### src/rtl/usb_cdc_pkg.sv
// Definitions shared by the USB CDC IN and OUT data paths.
// Byte width, the handshake byte type and the line-sampling constant.
package usb_cdc_pkg;

    localparam int BYTE_W      = 8;
    localparam int BIT_SAMPLES = 4;

    typedef logic [BYTE_W-1:0] cdc_byte_t;

    // A byte together with its valid qualifier, as carried on the core handshakes.
    typedef struct packed {
        cdc_byte_t data;
        logic      valid;
    } cdc_hs_byte_t;

    // Pointer width for a circular buffer whose MSB separates full from empty.
    function automatic int fifo_ptr_w(input int depth);
        return $clog2(depth) + 1;
    endfunction

endpackage

### src/rtl/usb_cdc_fifo_mem.sv
// DEPTH x BYTE_W register array: one synchronous write port, one asynchronous read port.
// Contents are intentionally not reset.
module usb_cdc_fifo_mem
    import usb_cdc_pkg::*;
#(
    parameter int DEPTH = 16,
    localparam int AW   = $clog2(DEPTH)
) (
    input  logic          clk_i,
    input  logic          wr_en_i,
    input  logic [AW-1:0] wr_addr_i,
    input  cdc_byte_t     wr_data_i,
    input  logic [AW-1:0] rd_addr_i,
    output cdc_byte_t     rd_data_o
);

    cdc_byte_t mem_reg [DEPTH];

    always_ff @(posedge clk_i) begin
        if (wr_en_i) begin
            mem_reg[wr_addr_i] <= wr_data_i;
        end
    end

    // First-word-fall-through: the head byte is visible without a read strobe.
    assign rd_data_o = mem_reg[rd_addr_i];

endmodule

### src/rtl/usb_cdc_in_fifo.sv
// Byte FIFO feeding the USB CDC core's IN path, gated on the host configuration state.
// Unconfigured behaviour is either drop-and-flush or hold-and-backpressure.
module usb_cdc_in_fifo
    import usb_cdc_pkg::*;
#(
    parameter int DEPTH             = 16,
    parameter bit DROP_UNCONFIGURED = 1'b1,
    localparam int AW               = $clog2(DEPTH),
    localparam int PW               = AW + 1
) (
    input  logic          clk_i,
    input  logic          rst_i,
    input  logic          clr_i,
    input  logic          configured_i,
    input  cdc_byte_t     wr_data_i,
    input  logic          wr_valid_i,
    output logic          wr_ready_o,
    output cdc_byte_t     in_data_o,
    output logic          in_valid_o,
    input  logic          in_ready_i,
    output logic [PW-1:0] level_o,
    output logic          empty_o,
    output logic          full_o,
    output logic          overflow_o
);

    logic [PW-1:0] wr_ptr_reg, wr_ptr_next;
    logic [PW-1:0] rd_ptr_reg, rd_ptr_next;
    logic          overflow_reg, overflow_next;

    logic drop_now;
    logic push;
    logic pop;
    logic mem_wr_en;

    assign drop_now = DROP_UNCONFIGURED && !configured_i;

    assign level_o    = wr_ptr_reg - rd_ptr_reg;
    assign empty_o    = (level_o == '0);
    assign full_o     = (level_o == PW'(DEPTH));
    assign overflow_o = overflow_reg;

    // wr_ready depends only on registers and configured_i, never on in_ready_i.
    assign wr_ready_o = drop_now || !full_o;
    assign in_valid_o = configured_i && !empty_o;

    assign push = wr_valid_i && wr_ready_o && !drop_now;
    assign pop  = in_valid_o && in_ready_i;

    assign mem_wr_en = push && !clr_i && !rst_i;

    always_comb begin
        wr_ptr_next   = wr_ptr_reg;
        rd_ptr_next   = rd_ptr_reg;
        overflow_next = overflow_reg;
        if (clr_i) begin
            wr_ptr_next   = '0;
            rd_ptr_next   = '0;
            overflow_next = 1'b0;
        end else begin
            if (wr_valid_i && !wr_ready_o) begin
                overflow_next = 1'b1;
            end
            if (drop_now) begin
                // Collapse to empty while the host is away; nothing is written.
                rd_ptr_next = wr_ptr_reg;
            end else begin
                if (push) begin
                    wr_ptr_next = wr_ptr_reg + PW'(1);
                end
                if (pop) begin
                    rd_ptr_next = rd_ptr_reg + PW'(1);
                end
            end
        end
    end

    always_ff @(posedge clk_i) begin
        if (rst_i) begin
            wr_ptr_reg   <= '0;
            rd_ptr_reg   <= '0;
            overflow_reg <= 1'b0;
        end else begin
            wr_ptr_reg   <= wr_ptr_next;
            rd_ptr_reg   <= rd_ptr_next;
            overflow_reg <= overflow_next;
        end
    end

    usb_cdc_fifo_mem #(
        .DEPTH(DEPTH)
    ) u_mem (
        .clk_i    (clk_i),
        .wr_en_i  (mem_wr_en),
        .wr_addr_i(wr_ptr_reg[AW-1:0]),
        .wr_data_i(wr_data_i),
        .rd_addr_i(rd_ptr_reg[AW-1:0]),
        .rd_data_o(in_data_o)
    );

endmodule
### config.mk
export PLATFORM = sky130hd
export DESIGN_NAME = usb_cdc_in_fifo
export DESIGN_NICKNAME = d
export VERILOG_FILES = /design/src/rtl/usb_cdc_pkg.sv /design/src/rtl/usb_cdc_fifo_mem.sv /design/src/rtl/usb_cdc_in_fifo.sv
export SDC_FILE = /design/constraint.sdc
export NUM_CORES = 1
export LEC_CHECK = 0
export ABC_AREA = 0
export ABC_CLOCK_PERIOD_IN_PS = 2900
export CAP_MARGIN = 20
export CORE_MARGIN = 2
export CORE_UTILIZATION = 25
export CTS_BUF_LIST = sky130_fd_sc_hd__clkbuf_4 sky130_fd_sc_hd__clkbuf_8
export CTS_CLUSTER_SIZE = 14
export DETAILED_ROUTE_END_ITERATION = 8
export PLACE_DENSITY = 0.43
export SYNTH_ARGS = -nofsm -noshare
export SYNTH_HDL_FRONTEND = slang
export SYNTH_SLANG_ARGS = --single-unit
### constraint.sdc
create_clock -name clk_i -period 2.9 [get_ports clk_i]
set_input_delay 0.58 -clock clk_i [delete_from_list [all_inputs] [get_ports clk_i]]
set_output_delay 0.58 -clock clk_i [all_outputs]
set_load 0.01 [all_outputs]
==> reports/qor.tcl, run 1 <==
set qor(core_area_sq_um) 22700
set qor(antenna_found_initial) 0
set qor(synth-simple-area-share_pct) 5.04
set qor(async_flop_share_pct) 0
set qor(cts.htree.levels) 4
set qor(fp.dieArea_sq_um) 24500
set qor(cts_sinks) 143
set qor(final_antenna_net_count) 0
set qor(clk_transition_reported_paths_ns) 0.08
set qor(vias) 3210
set qor(global_route.overflow_total) 0
set qor(worst_setup_path_end_kind) {register}
set qor(static_leak_nw) 2.54
set qor(clock_tree_from_tritoncts) {yes}
set qor(tightest_slew_ns) 0.666
set qor(drt_via_density) 4.51
set qor(floorplan.initialDensity_pct) 25.6
set qor(ios) 32
set qor(period_needed_ns) 3.05
set qor(final_max_slew_viol_count) 0
set qor(total_switching_power_w) 0.000895
set qor(post_synth.cell_area_avg_sq_um) 19.0
set qor(met3_usage_pct) 3.49
set qor(grt.met1_usage_pct) 15.2
set qor(layout.core_utilization_pct) 34.3
set qor(place.detailed.hpwl_um) 9250
set qor(fp.dieH_um) 156
set qor(syn_to_final_growth_pct) 34.0
set qor(cts_inserted_buffers) 17
set qor(synth_compound_gate_area_share_pct) 3.51
set qor(place.port_buffers) 31
set qor(finalSetupViolCount) 107
set qor(fp.dieW_um) 156
set qor(num-fill-cells) 2174
set qor(clockBufferDepth) 2
set qor(worstSkewPairLatency_ns) 0.45
set qor(critical_path.slowest_cell) {fa_2}
set qor(cp.required_ns) 3.05
set qor(row_count) 55
set qor(vias_in_the_first_global_route) 3376
set qor(regArea_sq_um) 4150
set qor(intPower_w) 0.00341
set qor(clock_skew_ns) 0.0142
set qor(yosys_warnings) 0
set qor(synth_adder_area_share_pct) 2.28
set qor(final_hold_slack_ns) 0.494
set qor(num-nets-final) 438
set qor(cellPowerDensity_nw_per_um2) 554
set qor(wl_um) 14600
set qor(comb_power_share_pct) 7.7
set qor(global_route_wire_length_before_repair_um) 21200
set qor(multi_input_area_sq_um) 1730
set qor(sw_frac_of_total_pct) 20.8
set qor(place.detailed.instances) 659
set qor(timing.critical_path.from_type) {register}
set qor(finalNonFillerCells) 712
set qor(yosys_most_used_dff) {edfxtp_1}
set qor(grt_setup_unrepaired) {yes}
set qor(min_period_over_period_pct) 105
set qor(clk_tree_root_cell) {clkbuf_8}
set qor(synth_xor_area_share_pct) 0.582
set qor(synthCells) 306
set qor(post_synth_design_cell_area_sq_um) 5810
set qor(synth_cell_types) 38
set qor(final_count_of_hold_timing_violations) 0
set qor(fmaxAchievable_ghz) 0.328
set qor(ys_ff_latch) 143
set qor(critPathKind) {register to register}
set qor(post_drt_wl_per_cell_um) 20.5
set qor(global_route.peak_usage_layer) {met2}
set qor(cpPeakStageDelay_ns) 0.38
set qor(syn-num-nets) 330
set qor(maxSlewHeadroom_pct) 55.5
set qor(maximum_number_of_pins_on_one_net_before_global_route_repair) 33
set qor(setup_ws_ns) -0.153
set qor(worst_path_most_repeated_cell) {buf_6}
set qor(synth_top_family_by_area) {multiplexers}
set qor(seq_area_frac_synth_pct) 71.4
set qor(globalRouteTotalUtil_pct) 12.3
set qor(gp_congestion) 0.747
set qor(hold_buffer_count_at_cts) 0
set qor(critical_path_peak_fanout) 8
set qor(ir_worst_vdd_mv) 0.255
set qor(synth.area.mux_share_pct) 15.5
set qor(post_route_cells_drive_above_1_share_pct) 45.4
set qor(violations_in_the_final_reports) {setup timing}
set qor(worst-endpoint-arrival_ns) 3.20
set qor(max_reg_flops) 128
set qor(drt_pre_antenna_iters) 4
set qor(cp.buffers_inverters) 8
set qor(synth_enable_flop_cells) 128
set qor(first_iter_violations) 235
set qor(setup_tns_ns) -9.41
set qor(detail_route.drc_violations) 0
set qor(pwr-share-clk_pct) 39.9
set qor(outcome) {finished, violations left}
set qor(use_met2_pct) 21.2
set qor(antennaDiodeCount) 0
set qor(seq_power_share_pct) 52.3
set qor(max-cap-violations) 0
set qor(crit_family) {buffers and inverters}
set qor(timing.hold.worst.class) {register to register}
set qor(critical_path.cell_chain) {inv_2 -> ha_4 -> inv_2 -> fa_2 -> buf_6 -> xor2_4 -> and4b_4 -> buf_6 -> o211ai_4 -> buf_4 -> buf_6 -> nand4_1 -> buf_4 -> nor2_4 -> buf_12}
[routing by layer]
metal,part of all wire (%),vias to the layer above
met5,0,-
met4,0.85,0
met3,3.3,11
met2,53,63
met1,43,1676
li1,-,1460
[synth_stat cells, types with 4 or more instances]
library cell / count / share of area [%]
a21oi_1: 6 / 0.52
edfxtp_1: 128 / 66
o21ai_0: 14 / 1.2
clkbuf_1: 8 / 0.52
nand4_1: 7 / 0.75
mux4_2: 40 / 16
buf_2: 4 / 0.34
nand2_1: 6 / 0.39
nor2_1: 15 / 0.97
ha_1: 9 / 1.9
a31oi_1: 6 / 0.65
or3_1: 5 / 0.54
inv_1: 8 / 0.52
nor3_1: 4 / 0.34
dfxtp_1: 15 / 5.2
[worst min-delay path, cell delays in order (launching register included)]
cell     delay, ns
dfxtp_1       0.34
a21oi_1       0.05
nor2_1        0.07
[worst paths after layout]
check / startpoint / endpoint / slack (ns) / cells past startpoint
setup / recovery: wr_ptr_reg[0] / u_mem.mem_reg[5][3] / -0.15 / 15
hold / removal: overflow_o / overflow_o / 0.49 / 2
setup reg to reg: wr_ptr_reg[0] / u_mem.mem_reg[5][3] / -0.15 / 15
hold reg to reg: overflow_o / overflow_o / 0.49 / 2
[placed cells by master, fill, tap and decap left out, types with 4 or more instances in the layout]
| cell | count |
|---|---|
| buf_4 | 36 |
| inv_1 | 6 |
| dfxtp_1 | 12 |
| mux4_2 | 40 |
| clkdlybuf4s50_1 | 16 |
| clkbuf_8 | 23 |
| a21oi_1 | 5 |
| nand2_1 | 6 |
| ha_1 | 7 |
| edfxtp_1 | 128 |
| buf_6 | 34 |
| nor2_4 | 11 |
| nand4_1 | 7 |
| o21ai_0 | 13 |
| buf_2 | 6 |
| a31oi_1 | 6 |
| or3_1 | 4 |
| buf_12 | 8 |
[power by group through the flow]
| stage | Clock [W] | Sequential, W | Combinational [W] |
|---|---|---|---|
| 6_report | 0.00172 | 0.00225 | 0.000333 |
| 3_5_place_dp | 0 | 0.00230 | 0.000296 |
| 4_1_cts | 0.00177 | 0.00225 | 0.000318 |
| 3_3_place_gp | 0 | 0.00230 | 0.000293 |
| 5_1_grt | 0.00185 | 0.00225 | 0.000361 |
| 2_1_floorplan | 0 | 0.00230 | 0.000139 |
[cells by family after synthesis]
family,Yosys count
flops,143
simple gates,54
mux,40
compound gates,32
buf+inv,24
fa+ha+maj,10
xor+xnor,3
[through the flow]
| step | setup WS [ns] | instance area, sq um | total power, W |
|---|---|---|---|
| 2_1_floorplan | -0.152 | 5810 | 0.00244 |
| 3_3_place_gp | -0.121 | 6850 | 0.00259 |
| 3_5_place_dp | -0.157 | 6850 | 0.00260 |
| 4_1_cts | -0.160 | 7590 | 0.00434 |
| 5_1_grt | -0.275 | 7780 | 0.00447 |
| 6_report | -0.153 | 7780 | 0.00431 |
[what timing repair did]
action / CTS / global route
setup endpoints to repair: 137 / 139
endpoints found under the hold margin: 0 / 0
pin swaps: 13 / 9
gates resized for setup: 104 / 32
setup buffers: 10 / 11
cloned: 1 / 1
[cell type report]
type | instances | share of cell area, %
clock inverters | 9 | 1.66
multi-input cells | 139 | 22.3
well taps | 285 | 4.58
repair buffers | 104 | 13.6
flip-flops and latches | 143 | 53.3
clock buffers | 23 | 4.07
inverters | 9 | 0.466
No activity file was read; power rests on OpenSTA's default activity.
==> run 2, diff against run 1 <==
--- a/config.mk
+++ b/config.mk
@@ -7,10 +7,8 @@
 export LEC_CHECK = 0
 export ABC_AREA = 0
 export ABC_CLOCK_PERIOD_IN_PS = 2900
-export CAP_MARGIN = 20
 export CORE_MARGIN = 2
 export CORE_UTILIZATION = 25
-export CTS_BUF_LIST = sky130_fd_sc_hd__clkbuf_4 sky130_fd_sc_hd__clkbuf_8
 export CTS_CLUSTER_SIZE = 14
 export DETAILED_ROUTE_END_ITERATION = 8
 export PLACE_DENSITY = 0.43
==> run 2 against run 1 <==
  * The flow still finishes with violations (setup timing)
  * Routed wire length increased by 0.49%
  * Power rose by 14%
  * Critical path depth is 4 lower
  * Final area increased by 3.5%
  * Sequential power hardly changed
  * Critical path type is now register to primary output
  * Highest routed layer unchanged
==> reports/qor.tcl, run 2 (synthesis results as in run 1) <==
set qor(critical_path_peak_fanout) 3 ;# was 8
set qor(globalRouteTotalUtil_pct) 12.5 ;# was 12.3%
set qor(cp.required_ns) 2.32 ;# was 3.05 ns
set qor(ios) 32 ;# unchanged
set qor(cts_sinks) 143 ;# unchanged
set qor(sw_frac_of_total_pct) 19.9 ;# was 20.8%
set qor(post_route_cells_drive_above_1_share_pct) 47.4 ;# was 45.4%
set qor(maximum_number_of_pins_on_one_net_before_global_route_repair) 33 ;# unchanged
set qor(worst-endpoint-arrival_ns) 2.41 ;# was 3.20 ns
set qor(syn_to_final_growth_pct) 38.7 ;# was 34.0%
set qor(maxSlewHeadroom_pct) 54.2 ;# was 55.5%
set qor(period_needed_ns) 2.99 ;# was 3.05 ns
set qor(worstSkewPairLatency_ns) 0.42 ;# was 0.45 ns
set qor(floorplan.initialDensity_pct) 25.6 ;# unchanged
set qor(core_area_sq_um) 22700 ;# unchanged
set qor(first_iter_violations) 234 ;# was 235
set qor(setup_ws_ns) -0.0923 ;# was -0.153 ns
set qor(seq_power_share_pct) 46.1 ;# was 52.3%
set qor(cts_inserted_buffers) 17 ;# unchanged
set qor(wl_um) 14700 ;# was 14600 um
set qor(fmaxAchievable_ghz) 0.334 ;# was 0.328 GHz
set qor(place.detailed.hpwl_um) 9250 ;# unchanged
set qor(total_switching_power_w) 0.000977 ;# was 0.000895 W
set qor(final_count_of_hold_timing_violations) 0 ;# unchanged
set qor(antennaDiodeCount) 0 ;# unchanged
set qor(vias_in_the_first_global_route) 3463 ;# was 3376
set qor(hold_buffer_count_at_cts) 0 ;# unchanged
set qor(global_route_wire_length_before_repair_um) 21500 ;# was 21200 um
set qor(startpoint_of_the_lowest_slack_register_to_register_path) {wr_ptr_reg[0]} ;# unchanged
set qor(ff2ff_path_depth) 13 ;# was 15
set qor(num-nets-final) 452 ;# was 438
set qor(post_drt_wl_per_cell_um) 20.2 ;# was 20.5 um
set qor(clk_tree_root_cell) {clkbuf_16} ;# was clkbuf_8
set qor(design_area_sq_um) 8050 ;# was 7780 sq um
set qor(finalSetupViolCount) 70 ;# was 107
set qor(min_period_over_period_pct) 103 ;# was 105%
set qor(intPower_w) 0.00392 ;# was 0.00341 W
set qor(fp.dieH_um) 156 ;# unchanged
set qor(place.port_buffers) 31 ;# unchanged
set qor(max-cap-violations) 0 ;# unchanged
set qor(final_common_cell) {edfxtp_1} ;# unchanged
set qor(cp-endpoint) {wr_ready_o} ;# was u_mem.mem_reg[5][3]
set qor(ir_worst_vdd_mv) 0.307 ;# was 0.255 mV
set qor(setup.worst_path.start) {wr_ptr_reg[0]} ;# unchanged
set qor(gp_congestion) 0.747 ;# unchanged
set qor(timing.hold.worst.class) {register to register} ;# unchanged
set qor(critPathKind) {register to primary output} ;# was register to register
set qor(post_dp_cell_area_sq_um) 6850 ;# unchanged
set qor(clock_skew_ns) 0.00942 ;# was 0.0142 ns
set qor(rrSetupSlack_ns) -0.08 ;# was -0.15 ns
set qor(clk_transition_reported_paths_ns) 0.06 ;# was 0.08 ns
set qor(worst_setup_path_end_kind) {primary output} ;# was register
set qor(tightest_slew_ns) 0.687 ;# was 0.666 ns
set qor(regToRegEndpoint) {u_mem.mem_reg[3][7]} ;# was u_mem.mem_reg[5][3]
set qor(drt_via_density) 4.45 ;# was 4.51
set qor(cts.htree.levels) 4 ;# unchanged
set qor(global_route.overflow_total) 0 ;# unchanged
set qor(mostFrequentLayoutCells) {edfxtp_1, buf_4, mux4_2, buf_6, clkdlybuf4s50_1} ;# was edfxtp_1, mux4_2, buf_4, buf_6, clkbuf_8
set qor(outcome) {finished, violations left} ;# unchanged
set qor(static_leak_nw) 2.65 ;# was 2.54 nW
set qor(grt_setup_unrepaired) {yes} ;# unchanged
set qor(worst_hold_startpoint) {overflow_o} ;# unchanged
set qor(clock_tree_from_tritoncts) {yes} ;# unchanged
set qor(fp.dieW_um) 156 ;# unchanged
set qor(worstHoldPathCells) 2 ;# unchanged
set qor(drt_pre_antenna_iters) 4 ;# unchanged
set qor(clockBufferDepth) 2 ;# unchanged
set qor(layout.core_utilization_pct) 35.5 ;# was 34.3%
set qor(violations_in_the_final_reports) {setup timing} ;# unchanged
set qor(cellPowerDensity_nw_per_um2) 608 ;# was 554 nW/um^2
set qor(final_antenna_net_count) 0 ;# unchanged
set qor(detail_route.drc_violations) 0 ;# unchanged
set qor(antenna_found_initial) 0 ;# unchanged
set qor(comb_power_share_pct) 7.0 ;# was 7.7%
set qor(final_max_slew_viol_count) 0 ;# unchanged
set qor(timing.critical_path.from_type) {register} ;# unchanged
set qor(row_count) 55 ;# unchanged
set qor(fp.dieArea_sq_um) 24500 ;# unchanged
set qor(max_reg_flops) 128 ;# unchanged
set qor(pwr-share-clk_pct) 46.9 ;# was 39.9%
set qor(vias) 3229 ;# was 3210
[run 2: cell types whose count changed in the layout (fill, tap and decap cells not counted), sizes merged]
cell,change
buf,+14
clkdlybuf4s50,+2
clkdlybuf4s15,+1
clkbuf,-1
dlymetal6s2s,-2
[run 2: area by class of cell]
class,count,area [sq um]
repair buffers,118,1140
flip-flops and latches,143,4150
multi-input cells,139,1730
clock buffers,23,508
well taps,285,357
inverters,9,36.3
fillers,2150,14700
clock inverters,9,129
[run 2: routing by layer]
layer / GRT usage (%) / wire [um] / vias to the layer above
met5: 0 / 0 / -
met4: 3.45 / 184 / 0
met3: 3.43 / 578 / 18
met2: 21.6 / 7580 / 70
met1: 15.4 / 6310 / 1652
li1: - / - / 1489
[run 2: per-stage QoR]
stage          setup slack (ns)  std cells  hold WS, ns  power, W  setup TNS, ns
6_report                -0.0923        726        0.491   0.00490          -2.65
5_1_grt                  -0.196        726        0.550   0.00506         -12.62
4_1_cts                  -0.123        720        0.505   0.00494          -9.14
3_5_place_dp             -0.157        659        0.479   0.00260          -8.05
3_3_place_gp             -0.121        659        0.476   0.00259          -1.44
2_1_floorplan            -0.152        306        0.480   0.00244          -4.85
[run 2: how the worst min path moves through the flow]
stage	to	slack, ns
final	overflow_o	0.49
after global routing	overflow_o	0.55
after CTS	overflow_o	0.50
after detailed placement	overflow_o	0.48
after global placement	overflow_o	0.48
after floorplan	wr_ptr_reg[4]	0.48
[run 2: repair_timing]
item                                    in CTS  in global routing
gates resized for setup                     89                 40
buffers inserted                            29                 11
pin swaps                                    8                 11
endpoints found under the setup margin     135                138
gates cloned                                 1                  0
[run 2: power groups by stage]
stage          clock (W)  sequential [W]  combinational [W]
2_1_floorplan          0         0.00230           0.000139
3_3_place_gp           0         0.00230           0.000293
3_5_place_dp           0         0.00230           0.000296
4_1_cts          0.00234         0.00226           0.000335
5_1_grt          0.00243         0.00226           0.000372
6_report         0.00230         0.00226           0.000344
[run 2: critical path, stage by stage (launching register included)]
cell	delay [ns]
dfxtp_2	0.33
inv_2	0.04
ha_4	0.15
inv_2	0.04
fa_2	0.45
nand3b_1	0.19
a211oi_2	0.25
buf_4	0.17
o211ai_4	0.10
inv_4	0.07
nand2_1	0.05
buf_2	0.14
